===== config.mk =====
export PLATFORM = sky130hd
export DESIGN_NAME = alu_cmd_loader
export DESIGN_NICKNAME = d
export VERILOG_FILES = /design/src/rtl/alu_cmd_loader_pkg.sv /design/src/rtl/alu_cmd_loader_byte_assembler.sv /design/src/rtl/alu_cmd_loader.sv
export SDC_FILE = /design/constraint.sdc
export NUM_CORES = 1
export LEC_CHECK = 0
export CAP_MARGIN = 20
export CORE_ASPECT_RATIO = 1.2
export CORE_UTILIZATION = 44
export DETAILED_ROUTE_END_ITERATION = 8
export GPL_TIMING_DRIVEN = 0
export HOLD_SLACK_MARGIN = 0.15
export MAX_ROUTING_LAYER = met4
export PLACE_DENSITY = 0.81
export SYNTH_ARGS = -nofsm -noshare
export SYNTH_HDL_FRONTEND = slang
export SYNTH_SLANG_ARGS = --single-unit

===== constraint.sdc =====
create_clock -name clk -period 1.3 [get_ports clk]
set_input_delay 0.26 -clock clk [delete_from_list [all_inputs] [get_ports clk]]
set_output_delay 0.26 -clock clk [all_outputs]
set_load 0.01 [all_outputs]

===== src/rtl/alu_cmd_loader_pkg.sv =====
// Shared definitions for the ALU command loader: default width, ALU opcodes
// and FSM state encodings.
package alu_cmd_loader_pkg;

  localparam int unsigned DEF_DATA_W = 32;

  localparam logic [2:0] OP_AND = 3'b000;
  localparam logic [2:0] OP_OR  = 3'b001;
  localparam logic [2:0] OP_XOR = 3'b010;
  localparam logic [2:0] OP_NOR = 3'b011;
  localparam logic [2:0] OP_ADD = 3'b100;
  localparam logic [2:0] OP_SUB = 3'b101;
  localparam logic [2:0] OP_SLT = 3'b110;
  localparam logic [2:0] OP_SLL = 3'b111;

  localparam logic [2:0] ST_IDLE   = 3'd0;
  localparam logic [2:0] ST_LOAD_A = 3'd1;
  localparam logic [2:0] ST_LOAD_B = 3'd2;
  localparam logic [2:0] ST_EXEC   = 3'd3;
  localparam logic [2:0] ST_DONE   = 3'd4;

  // States in which the loader takes bytes from the source.
  function automatic logic accepts_bytes(input logic [2:0] st);
    return (st == ST_IDLE) || (st == ST_LOAD_A) || (st == ST_LOAD_B);
  endfunction

endpackage


===== src/rtl/alu_cmd_loader_byte_assembler.sv =====
// Little-endian operand register loaded one byte at a time by byte index.
module alu_cmd_loader_byte_assembler #(
  parameter int unsigned DATA_W = 32,
  parameter int unsigned IDX_W  = 2
) (
  input  logic              clk,
  input  logic              rst,
  input  logic              we,
  input  logic [IDX_W-1:0]  idx,
  input  logic [7:0]        din,
  output logic [DATA_W-1:0] q
);
  localparam int unsigned NB = DATA_W / 8;

  for (genvar i = 0; i < NB; i++) begin : g_byte
    always_ff @(posedge clk) begin
      if (rst) begin
        q[i*8 +: 8] <= 8'h00;
      end else if (we && (idx == IDX_W'(i))) begin
        q[i*8 +: 8] <= din;
      end
    end
  end

endmodule


===== src/rtl/alu_cmd_loader.sv =====
// Byte-serial command front end for the ALU: opcode, operand A, operand B in,
// registered result and flags out. Define OF_STICKY_EN for a sticky overflow flag.
module alu_cmd_loader
  import alu_cmd_loader_pkg::*;
#(
  parameter int unsigned DATA_W = DEF_DATA_W
) (
  input  logic              clk,
  input  logic              rst,
  input  logic [7:0]        in_data,
  input  logic              in_valid,
  output logic              in_ready,
  output logic [DATA_W-1:0] alu_a,
  output logic [DATA_W-1:0] alu_b,
  output logic [2:0]        alu_op,
  input  logic [DATA_W-1:0] alu_f,
  input  logic              alu_zf,
  input  logic              alu_of,
  output logic [DATA_W-1:0] res_f,
  output logic              res_zf,
  output logic              res_of,
  output logic              res_valid,
  output logic              busy
);
  localparam int unsigned NB    = DATA_W / 8;
  localparam int unsigned IDX_W = (NB > 1) ? $clog2(NB) : 1;

  logic [2:0]       state, state_nxt;
  logic [IDX_W-1:0] cnt;
  logic             xfer, last_byte, we_a, we_b;
  logic             opcode_unused;

  assign xfer      = in_valid && in_ready;
  assign last_byte = (cnt == IDX_W'(NB - 1));
  assign we_a      = xfer && (state == ST_LOAD_A);
  assign we_b      = xfer && (state == ST_LOAD_B);

`ifdef OF_STICKY_EN
  assign opcode_unused = ^in_data[6:3];
`else
  assign opcode_unused = ^in_data[7:3];
`endif

  always_comb begin
    state_nxt = state;
    case (state)
      ST_IDLE:   if (xfer) state_nxt = ST_LOAD_A;
      ST_LOAD_A: if (xfer && last_byte) state_nxt = ST_LOAD_B;
      ST_LOAD_B: if (xfer && last_byte) state_nxt = ST_EXEC;
      ST_EXEC:   state_nxt = ST_DONE;
      ST_DONE:   state_nxt = ST_IDLE;
      default:   state_nxt = ST_IDLE;
    endcase
  end

  alu_cmd_loader_byte_assembler #(.DATA_W(DATA_W), .IDX_W(IDX_W)) u_asm_a (
    .clk (clk),
    .rst (rst),
    .we  (we_a),
    .idx (cnt),
    .din (in_data),
    .q   (alu_a)
  );

  alu_cmd_loader_byte_assembler #(.DATA_W(DATA_W), .IDX_W(IDX_W)) u_asm_b (
    .clk (clk),
    .rst (rst),
    .we  (we_b),
    .idx (cnt),
    .din (in_data),
    .q   (alu_b)
  );

  // Status outputs are decoded from the next state so they are plain flops.
  always_ff @(posedge clk) begin
    if (rst) begin
      state     <= ST_IDLE;
      cnt       <= '0;
      alu_op    <= 3'b000;
      in_ready  <= 1'b1;
      busy      <= 1'b0;
      res_valid <= 1'b0;
      res_f     <= '0;
      res_zf    <= 1'b0;
      res_of    <= 1'b0;
    end else begin
      state     <= state_nxt;
      in_ready  <= accepts_bytes(state_nxt);
      busy      <= (state_nxt == ST_EXEC) || (state_nxt == ST_DONE);
      res_valid <= (state_nxt == ST_DONE);
      if (xfer) begin
        if (state == ST_IDLE) begin
          alu_op <= in_data[2:0];
          cnt    <= '0;
        end else begin
          cnt <= last_byte ? '0 : cnt + IDX_W'(1);
        end
      end
      if (state == ST_EXEC) begin
        res_f  <= alu_f;
        res_zf <= alu_zf;
      end
`ifdef OF_STICKY_EN
      if (state == ST_EXEC) begin
        res_of <= res_of | alu_of;
      end else if (xfer && (state == ST_IDLE) && in_data[7]) begin
        res_of <= 1'b0;
      end
`else
      if (state == ST_EXEC) begin
        res_of <= alu_of;
      end
`endif
    end
  end

endmodule


==> impl.org <==
** Status
- Result of the run :: complete, but fails checks
- The final reports fail on setup timing.

** Critical path
- By startpoint and endpoint, the worst setup path is classified as flop to flop.
- The worst register-to-register path has a setup slack of -0.004 ns.
- The worst register-to-register path begins at state[2].
- The slowest stage of the critical path is the sky130_fd_sc_hd__dfxtp_2 cell.
- Largest fanout on the critical path :: 8
- STA classifies the critical path endpoint as a flop.
- Setup crit start kind :: flop
- Cell depth of the worst flop-to-flop path :: 5
- At the worst endpoint, the arrival time is 1.53 ns.
- For this run, the slowest stage of the critical path takes 0.35 ns.
- The worst register-to-register path ends at u_asm_a.q[4].
- Cell-by-cell trace of the critical path :: and3b_1 -> buf_6 -> buf_12 -> nand3_4 -> mux2i_1
- CP required :: 1.52 ns

** Global route
- Vias in the first global route :: ~3000
- The total overflow left after global routing is 0.
- First-pass GRT wire length :: 15500 microns
- Number of antenna violations at the first check in global routing :: 0
- Entering global routing, the biggest net connects 18 pins.
- Total routing resource utilization after global routing :: 22.0%

** Route
- Number of vias in the routed layout :: 3101
- The first routing iteration left 77 violations.
- Dividing the detail-routed wire length by the instance count gives 16.2 microns.
- For this run, the detailed router's first-pass iteration total came to 4.
- In the routed layout, each cell is associated on average with a via count of around 4.9.
- Routed wire length :: 10300 microns
- In the routed design, unresolved DRC markers number 0.
- Once detail routing completed, the nets flagged for antenna violations numbered 0.

** Clocking
- Max H-tree Level :: 3
- Latest clock arrival within the worst-skew pair :: 0.37 ns
- Clock tree synthesis found a total of 109 sinks.
- Max clock buf depth :: 2
- CTS tree :: built
- After clock tree synthesis, the clock-pin slew on the worst setup and hold paths is approximately 0.1 ns.
- TritonCTS created 9 clock buffers.
- The root buffer cell chosen for the clock tree is sky130_fd_sc_hd__clkbuf_8.

** Yosys
- Instance count of the mapped netlist :: 355
- Register area share after synthesis :: between 50% and 60%
- Synthesis instantiated 28 different standard cells from the library.
- Synthesized area divided by synthesized cell count :: approximately 11 sq um
- Proportion of synthesized flip-flops having asynchronous set or reset :: 0%
- Sorting the synthesized cells by area gives the leading types as sky130_fd_sc_hd__dfxtp_1 54%, sky130_fd_sc_hd__mux2i_1 17%, sky130_fd_sc_hd__nand2b_1 12%.
- Syn Nets :: 404
- Syn Std Cell Area :: 4060 sq um
- List of most frequent post-synthesis cells :: 109 x sky130_fd_sc_hd__dfxtp_1, 75 x sky130_fd_sc_hd__nand2b_1, 67 x sky130_fd_sc_hd__mux2i_1
- Dominant cell type by area after synthesis :: sky130_fd_sc_hd__dfxtp_1
- Summed over its instances, the top area cell type makes up 53.7% of the synthesized netlist area.
- After synthesis the netlist holds a flip-flop and latch count of around 110.
- In the synthesized netlist the dominant register cell turns out to be sky130_fd_sc_hd__dfxtp_1.
- Number of enable-type register cells in the synthesized netlist :: 0
- Yosys printed 0 warnings.
- By instance count, the leading cell after synthesis is sky130_fd_sc_hd__dfxtp_1.

** Layout
- Number of nets in the final layout :: 560
- Layout area overhead :: 45.4%
- Post-route cell area :: 5900 sq um
- ANT cells :: 0
- The post-route netlist has 11.6% of its cells at a drive strength greater than 1.
- Leaving out filler cells and counting taps, the final layout contains 636.
- Fill cells in the final layout number 745.

** Timing
- Max-slew violation count :: 0
- Setup violations remaining at the end of the flow were counted as 1.
- Max-Slew Margin vs Limit :: 65.5%
- Skew final :: 0.0101 ns
- The worst path in the final design needs a cycle of 1.30 ns, including I/O delays and setup.
- Measured slew at the worst slew-check pin :: 0.518 ns
- Post-route setup slack :: -0.00362 ns
- Final Cycle Share :: 100%
- Setup repair after global routing could not meet its margin everywhere.
- Static timing analysis puts the maximum clock frequency at 0.767 GHz.
- The final hold violation count was 0.

** Floorplan
- The initial utilization of the core area, before any placement, comes to 45.2%.
- The die is 107 microns tall.
- The core region is around 9000 sq um.
- The die covers 9620 sq um.
- The die is 89.7 microns wide.
- approximately 150 I/O pins were placed.
- Row generation in the floorplan step produced 38 rows.

** Place
- The count of buffers added on input and output ports is 148.
- Final estimated routing congestion in global placement :: 0.793
- DP Area :: about 5700 sq um
- Detailed placement ended at an HPWL of roughly 7600 microns.
- Including well taps, the total number of placed cells is a little over 600.

** Power
- Leak :: 2.93 nW
- Areal power density over the cells :: between 900 and 1000 nW/um^2
- Maximum vdd drop :: around 0.00061 V
- Total power of the final layout :: roughly 5.6 mW

** Run
- Maximum capacitance violations :: 0

** Min path
- Startpoint of the most critical hold path :: in_valid
- For hold timing, the worst endpoint is cnt[1].
- Hold Crit Class :: input pin to flop
- The worst hold path passes through 4 cells.
-- final cells by class --
cell class,instances,area (sq um),area share (%)
Sequential cell,109,2190,37.1
Multi-Input combinational cell,212,1810,30.6
Timing Repair Buffer,150,1410,23.9
Buffer,24,158,2.67
Tap cell,120,150,2.54
Clock buffer,11,131,2.23
Clock inverter,5,37.5,0.636
Inverter,5,18.8,0.318
-- worst max-delay path, delay by kind of cell, from the launching register on --
kind,cells,cell delay [ns]
simple gates,2,0.38
buf+inv,2,0.25
flops,1,0.35
mux,1,0.17
-- stage by stage --
stage	worst slack (ns)	utilization (%)	hold slack [ns]	TNS, ns
floorplan	0.0584	-	0.386	0
global placement	-0.850	63.3	0.460	-58.91
detailed placement	-0.885	63.3	0.463	-62.84
CTS	-0.0126	64.9	0.455	-0.0158
global route	-0.0677	65.7	0.296	-1.84
finish	-0.00362	65.7	0.291	-0.00362
-- worst max-delay path by stage --
stage	endpoint	from	cells past startpoint	slack, ns
floorplan	u_asm_a.q[16]	in_ready	5	0.06
global placement	u_asm_a.q[18]	rst	5	-0.85
detailed placement	u_asm_a.q[10]	rst	5	-0.89
CTS	u_asm_a.q[12]	in_valid	5	-0.01
global route	u_asm_b.q[27]	state[2]	5	-0.07
finish	u_asm_a.q[4]	state[2]	5	-0.004
-- metal layers --
| layer | track usage (%) | vias to the layer above | wire length [microns] | part of all wire (%) |
|---|---|---|---|---|
| met4 | 7.26 | 0 | 161 | 1.6 |
| met2 | 37.1 | 128 | 5030 | 49 |
| met1 | 24.0 | 1435 | 4170 | 41 |
| met5 | - | - | 0 | 0 |
| met3 | 7.31 | 15 | 909 | 8.8 |
| li1 | - | 1523 | - | - |
-- timing repair --
| item | CTS | global route |
|---|---|---|
| buffers inserted | 2 | 0 |
| pin swaps | 1 | 1 |
| endpoints found under the setup margin | 203 | 126 |
| hold buffers | 0 | 0 |
| resized for setup | 135 | 49 |
-- power breakdown --
group	leakage [nW]	switching [mW]	total [mW]	internal, mW
clock	0.0795	1.11	1.81	0.702
sequential	0.881	0.0149	3.37	3.36
combinational	1.97	0.201	0.451	0.250
total	2.93	1.33	5.64	4.31
-- cells by family (layout without fill, tap and decap cells) --
kind of cell    Yosys count  count (layout)  synth area share, %
fa+ha+maj                 4               4                 1.23
compound gates           41              41                 8.88
buf+inv                  34             195                 4.01
simple gates            100             100                 15.6
mux                      67              67                 16.5
flops                   109             109                 53.7
-- state kept, by name, indices dropped and copies added, names as in the netlist, 2 cells and up --
| signal | cells |
|---|---|
| cnt | 2 |
| res_f | 32 |
| alu_op | 3 |
| state | 3 |
| u_asm_a.q | 32 |
| u_asm_b.q | 32 |
-- cell usage in the layout (no fill, tap or decap), types with 6 or more instances in the layout --
cell                              synthesis  routed
sky130_fd_sc_hd__mux2i_1                 67      67
sky130_fd_sc_hd__dfxtp_1                109     103
sky130_fd_sc_hd__clkbuf_2                 0      10
sky130_fd_sc_hd__clkdlybuf4s50_1          0      42
sky130_fd_sc_hd__a22o_1                  34      34
sky130_fd_sc_hd__clkbuf_8                 0       9
sky130_fd_sc_hd__buf_4                    2       6
sky130_fd_sc_hd__nand3_4                  0       6
sky130_fd_sc_hd__dlygate4sd2_1            0      76
sky130_fd_sc_hd__clkdlybuf4s15_1          0      25
sky130_fd_sc_hd__nand2b_1                75      72
Power figures use the tool's default switching activity.
